===== config.mk =====
export PLATFORM = sky130hd
export DESIGN_NAME = if_fetch_unit
export DESIGN_NICKNAME = d
export VERILOG_FILES = /design/src/rtl/if_fetch_unit_pkg.sv /design/src/rtl/if_fetch_unit_id_reg.sv /design/src/rtl/if_fetch_unit.sv
export SDC_FILE = /design/constraint.sdc
export NUM_CORES = 1
export LEC_CHECK = 0
export CORE_ASPECT_RATIO = 1.1
export CORE_MARGIN = 8
export CORE_UTILIZATION = 40
export CTS_CLUSTER_SIZE = 10
export DETAILED_ROUTE_END_ITERATION = 10
export MAX_ROUTING_LAYER = met4
export PLACE_DENSITY = 0.7
export RECOVER_POWER = 25
export SLEW_MARGIN = 20
export SYNTH_ARGS = -nofsm -noshare
export SYNTH_HDL_FRONTEND = slang
export SYNTH_SLANG_ARGS = --single-unit

===== constraint.sdc =====
create_clock -name clk -period 2.1 [get_ports clk]
set_input_delay 0.42 -clock clk [delete_from_list [all_inputs] [get_ports clk]]
set_output_delay 0.42 -clock clk [all_outputs]
set_load 0.01 [all_outputs]

===== src/rtl/if_fetch_unit_pkg.sv =====
`default_nettype none
// ============================================================================
// Module   : if_fetch_unit_pkg
// Brief    : Shared encodings and types for the instruction fetch unit.
// Revision : 1.0 - initial release
// ============================================================================
package if_fetch_unit_pkg;

    localparam logic [1:0]  PC_SEQ           = 2'b00;
    localparam logic [1:0]  PC_JUMP          = 2'b01;
    localparam logic [1:0]  PC_BRANCH        = 2'b10;
    localparam logic [31:0] NOP_INSTR        = 32'h0000_0000;
    localparam logic [31:0] RESET_PC_DEFAULT = 32'h0000_0000;

    typedef enum logic [1:0] {
        FETCH   = 2'd0,
        HOLD    = 2'd1,
        DISCARD = 2'd2
    } fetch_state_t;

    function automatic logic [31:0] word_align(input logic [31:0] addr);
        return addr & ~32'h0000_0003;
    endfunction

endpackage
`default_nettype wire


===== src/rtl/if_fetch_unit_id_reg.sv =====
`default_nettype none
// ============================================================================
// Module   : if_id_reg
// Brief    : IF/ID pipeline register with flush, stall and bubble load.
// Revision : 1.0 - initial release
// ============================================================================
module if_id_reg
    import if_fetch_unit_pkg::*;
(
    input  logic        clk,
    input  logic        rst_n,
    input  logic        i_flush,
    input  logic        i_stall,
    input  logic        i_load,
    input  logic [31:0] i_instr,
    input  logic [31:0] i_pc4,
    output logic [31:0] o_instr,
    output logic [31:0] o_pc4,
    output logic        o_valid
);

    logic [31:0] r_instr;
    logic [31:0] r_pc4;
    logic        r_valid;

    // A bubble clears instruction and valid but leaves PC+4 untouched.
    always_ff @(posedge clk or negedge rst_n) begin
        if (!rst_n) begin
            r_instr <= NOP_INSTR;
            r_pc4   <= 32'h0000_0000;
            r_valid <= 1'b0;
        end else if (i_flush) begin
            r_instr <= NOP_INSTR;
            r_valid <= 1'b0;
        end else if (!i_stall) begin
            if (i_load) begin
                r_instr <= i_instr;
                r_pc4   <= i_pc4;
                r_valid <= 1'b1;
            end else begin
                r_instr <= NOP_INSTR;
                r_valid <= 1'b0;
            end
        end
    end

    assign o_instr = r_instr;
    assign o_pc4   = r_pc4;
    assign o_valid = r_valid;

endmodule
`default_nettype wire


===== src/rtl/if_fetch_unit.sv =====
`default_nettype none
// ============================================================================
// Module   : if_fetch_unit
// Brief    : Instruction fetch with redirect, skid buffer and IF/ID register.
// Revision : 1.0 - initial release
// ============================================================================
module if_fetch_unit
    import if_fetch_unit_pkg::*;
#(
    parameter logic [31:0] RESET_PC = RESET_PC_DEFAULT
) (
    input  logic        clk,
    input  logic        rst_n,
    input  logic [1:0]  PCSrc,
    input  logic [31:0] JumpTarget,
    input  logic [31:0] BranchTarget,
    input  logic        IF_ID_Stall,
    input  logic        IF_ID_Flush,
    output logic        imem_req,
    output logic [31:0] imem_addr,
    input  logic        imem_ack,
    input  logic [31:0] imem_rdata,
    output logic [31:0] Instr_IF_ID,
    output logic [31:0] PC4_IF_ID,
    output logic        Valid_IF_ID,
    output logic        fetch_busy
);

    fetch_state_t r_state;
    logic [31:0]  r_pc;
    logic [31:0]  r_target;
    logic         r_skid_valid;
    logic [31:0]  r_skid_instr;
    logic [31:0]  r_skid_pc4;

    logic         w_redirect;
    logic [31:0]  w_target;
    logic [31:0]  w_pc_plus4;
    logic         w_ifid_load;
    logic [31:0]  w_ifid_instr;
    logic [31:0]  w_ifid_pc4;

    always_comb begin
        w_redirect = 1'b0;
        w_target   = 32'h0000_0000;
        case (PCSrc)
            PC_JUMP: begin
                w_redirect = 1'b1;
                w_target   = word_align(JumpTarget);
            end
            PC_BRANCH: begin
                w_redirect = 1'b1;
                w_target   = word_align(BranchTarget);
            end
            default: begin
                w_redirect = 1'b0;
            end
        endcase
    end

    assign w_pc_plus4 = r_pc + 32'd4;

    // In DISCARD r_pc still names the outstanding request; the redirect
    // target waits in r_target until that request is acknowledged.
    always_ff @(posedge clk or negedge rst_n) begin
        if (!rst_n) begin
            r_state      <= FETCH;
            r_pc         <= RESET_PC;
            r_target     <= 32'h0000_0000;
            r_skid_valid <= 1'b0;
            r_skid_instr <= NOP_INSTR;
            r_skid_pc4   <= 32'h0000_0000;
        end else begin
            case (r_state)
                FETCH: begin
                    if (w_redirect) begin
                        if (imem_ack) begin
                            r_pc <= w_target;
                        end else begin
                            r_target <= w_target;
                            r_state  <= DISCARD;
                        end
                    end else if (imem_ack) begin
                        r_pc <= w_pc_plus4;
                        if (IF_ID_Stall && !IF_ID_Flush) begin
                            r_skid_valid <= 1'b1;
                            r_skid_instr <= imem_rdata;
                            r_skid_pc4   <= w_pc_plus4;
                            r_state      <= HOLD;
                        end
                    end
                end
                HOLD: begin
                    if (w_redirect) begin
                        r_pc <= w_target;
                    end
                    if (w_redirect || IF_ID_Flush || !IF_ID_Stall) begin
                        r_skid_valid <= 1'b0;
                        r_state      <= FETCH;
                    end
                end
                DISCARD: begin
                    if (w_redirect) begin
                        r_target <= w_target;
                    end
                    if (imem_ack) begin
                        r_pc    <= w_redirect ? w_target : r_target;
                        r_state <= FETCH;
                    end
                end
                default: begin
                    r_state <= FETCH;
                end
            endcase
        end
    end

    assign w_ifid_load  = ((r_state == FETCH) && imem_ack) ||
                          ((r_state == HOLD) && r_skid_valid);
    assign w_ifid_instr = (r_state == HOLD) ? r_skid_instr : imem_rdata;
    assign w_ifid_pc4   = (r_state == HOLD) ? r_skid_pc4   : w_pc_plus4;

    if_id_reg u_if_id_reg (
        .clk     (clk),
        .rst_n   (rst_n),
        .i_flush (IF_ID_Flush | w_redirect),
        .i_stall (IF_ID_Stall),
        .i_load  (w_ifid_load),
        .i_instr (w_ifid_instr),
        .i_pc4   (w_ifid_pc4),
        .o_instr (Instr_IF_ID),
        .o_pc4   (PC4_IF_ID),
        .o_valid (Valid_IF_ID)
    );

    assign imem_req   = (r_state != HOLD);
    assign imem_addr  = r_pc;
    assign fetch_busy = imem_req && !imem_ack;

endmodule
`default_nettype wire


==> results.ini <==
[run_status]
status = complete, no violations

[floorplanning]
die_x_um = 165.8
core_um2 = 24320
die-area_um2 = 29960
start_util_pct = 40.57
ioPinCount = 202
num_rows = 60
die_y_um = 180.7

[placed_design]
port_buffers = 197
post-dp-hpwl_um = 22830
dp_slack_ns = -0.5346
gp_congestion = 0.8933
place_area_um2 = 13000

[yosys]
yosysTopAreaCellShare_pct = 49.70
ys_types = 53
postSynthAreaPerCell_um2 = 8.979
ys.warnings.count = 0
synthTopCellsByArea = dfrtp_1 (50%), nand2_1 (9.4%), o21ai_0 (5.3%), mux2i_1 (3.8%), nor2_1 (3.2%)
synth_area_um2 = 9868
synth_nets = 1209
synth-xor-area-share_pct = 1.509
synth.largest_area_cell = dfrtp_1
ys_ff_latch = 196
synth_fa_ha_area_share_pct = 0.8875
synth-simple-area-share_pct = 19.31
synthFlopType = dfrtp_1
synth_top_family_by_area = compound AO/OA/AOI/OAI gates
synthMuxAreaShare_pct = 3.981
async_flop_share_pct = 100.0
synth_compound_area_share_pct = 20.55
syn_inst = 1099
synth-edff-count = 0
ys_seq_area_share_pct = 49.70

[timing]
fin_crit_sh_pct = 97.11
fmax_ghz = 0.4903
skew_ns = 0.009664
finalHoldViolCount = 0
slew_viol_final = 0
worst_pin_slew_ns = 0.8876
finalWorstSetupSlack_ns = 0.06059
setup_viol = 0
slew_headroom_pct = 40.83
min_period_ns = 2.039

[worst_setup_path]
worstPathArrival_ns = 1.62
cp.depth = 2
critical_path.max_stage_delay_ns = 0.56
crit_required_ns = 1.68
worstSetupPathType = flip-flop to output pin
slowest_stage = clkdlybuf4s50_1
worst_setup_path_end_kind = output pin
crit_chain = buf_4 > clkdlybuf4s50_1
crit_buf_inv = 2
reg2reg_depth = 5
cp-start-kind = flip-flop
critPathMaxFanout = 10
path_delay_family = buffers and inverters

[flow_run]
cap_viol_max_count = 0

[global_route]
grt_max_degree = 60
overflow = 0
antenna_found_initial = 1
grt_pass1_vias = 9237
track_usage_pct = 20.81
grt_pass1_wl_um = 49980

[layout]
mostFrequentLayoutCells = nand2_1 (243), dfrtp_1 (196), clkdlybuf4s50_1 (190)
multi_input_area_um2 = 4697
regArea_um2 = 4905
syn_to_final_growth_pct = 38.86
drive_gt1_share_pct = 14.45
fin_area_um2 = 13700
utilization_pct = 56.34
nets = 1468
layout_commonest_cell = nand2_1
nFillCells = 2188

[clocking]
clock-sinks = 196
cts_tree = built
cts_buffer_depth = 2
numCtsBuffers = 17
clkTransAtPathRegs_ns = 0.07
htreeDepth = 4
root_buffer = clkbuf_16
clkLatencyLatePin_ns = 0.44

[power_and_ir_drop]
p_per_area_nw_per_um2 = 1248
p_leak_uw = 0.005983
ir_worst_vdd_v = 0.0005248

[detailed_routing]
detailedRoute.firstIterationViolations = 763
ant_nets = 0
viasPerCell = 5.499
wl_per_cell_um = 18.07
dr.pass1.iters = 5
drt_wl_total_um = 30380
vias = 9244
drc = 0

[hold_path]
hold_path_class = flip-flop to flip-flop
worstHoldPathCells = 2

-- registers in the layout, summed over array words and instances (netlist names) --
signal / flops
imem_addr: 32
r_skid_instr: 32
r_skid_pc4: 32
r_target: 32
u_if_id_reg.o_instr: 32
u_if_id_reg.o_pc4: 32
r_state: 2
r_skid_valid: 1
u_if_id_reg.o_valid: 1
-- power breakdown --
| group | switching [uW] | internal (uW) | total, uW |
|---|---|---|---|
| combinational | 4080 | 3850 | 7930 |
| clock | 1400 | 1730 | 3130 |
| sequential | 891 | 5150 | 6040 |
-- synthesized netlist by cell type (all sizes together) (16+ instances only) --
| cell type | n |
|---|---|
| nand2 | 246 |
| dfrtp | 196 |
| o21ai | 106 |
| nor2 | 83 |
| clkbuf | 75 |
| mux2i | 37 |
| a22oi | 34 |
| a22o | 31 |
| a21oi | 23 |
| nand3 | 23 |
| inv | 19 |
| nor3 | 18 |
| a31oi | 16 |
-- stage by stage --
step           cells  total power [uW]  TNS [ns]  hold slack, ns
6_report        1681             17100         0          0.4768
5_1_grt         1681             18230  -0.03632          0.4963
4_1_cts         1676             16900         0          0.4740
3_5_place_dp    1642             13710    -74.10          0.4432
3_3_place_gp    1642             13490    -71.56          0.4371
2_1_floorplan   1099              9993  -0.03547          0.1244
-- cells by family (layout without fill, tap and decap cells) --
group           after synthesis  after routing
simple gates                437            437
compound gates              299            299
flops                       196            196
buf+inv                     104            375
mux                          39             39
xor+xnor                     17             17
fa+ha+maj                     7              7
other cells                   0              1
-- worst register-to-register path, cell delays in order, from the launching register on --
cell	delay [ns]
dfrtp_1	0.43
nand3_2	0.14
or4_4	0.54
or3_4	0.40
a31o_1	0.22
a32o_1	0.20
-- final timing paths --
path,from,endpoint,slack [ns]
setup / recovery,imem_addr[18]$_DFFE_PN0P_,imem_addr[18],0.06
min in group asynchronous,rst_n,u_if_id_reg.o_instr[16]$_DFFE_PN0P_,0.50
max in group asynchronous,rst_n,imem_addr[28]$_DFFE_PN0P_,0.32
hold reg to reg,r_skid_pc4[16]$_DFFE_PN0P_,r_skid_pc4[16]$_DFFE_PN0P_,0.48
setup reg to reg,imem_addr[12]$_DFFE_PN0P_,imem_addr[28]$_DFFE_PN0P_,0.06
hold / removal,r_skid_pc4[16]$_DFFE_PN0P_,r_skid_pc4[16]$_DFFE_PN0P_,0.48
-- timing repair --
| action | in CTS | in global routing |
|---|---|---|
| endpoints found under the setup margin | 34 | 95 |
| resized for setup | 8 | 30 |
| cloned | 0 | 1 |
| hold endpoints to repair | 52 | 0 |
| hold buffers | 1 | 0 |
| setup buffers | 2 | 3 |
| pin swaps | 0 | 6 |
-- area by class of cell --
class / instances / share of cell area (%)
Timing Repair Buffer: 325 / 22.51
Multi-Input combinational cell: 799 / 34.28
Clock buffer: 24 / 3.515
Sequential cell: 196 / 35.79
Antenna cell: 1 / 0.01826
Tap cell: 310 / 2.831
Inverter: 19 / 0.5205
Clock inverter: 7 / 0.5387
-- per-layer routing --
| layer | share of wire, % | up-vias | global-route usage (%) |
|---|---|---|---|
| met5 | 0 | - | - |
| met1 | 47 | 4441 | 28.00 |
| met4 | 2.1 | 0 | 6.421 |
| met3 | 4.9 | 42 | 3.495 |
| met2 | 46 | 348 | 31.69 |
| li1 | - | 4413 | - |
Power figures use the tool's default switching activity.
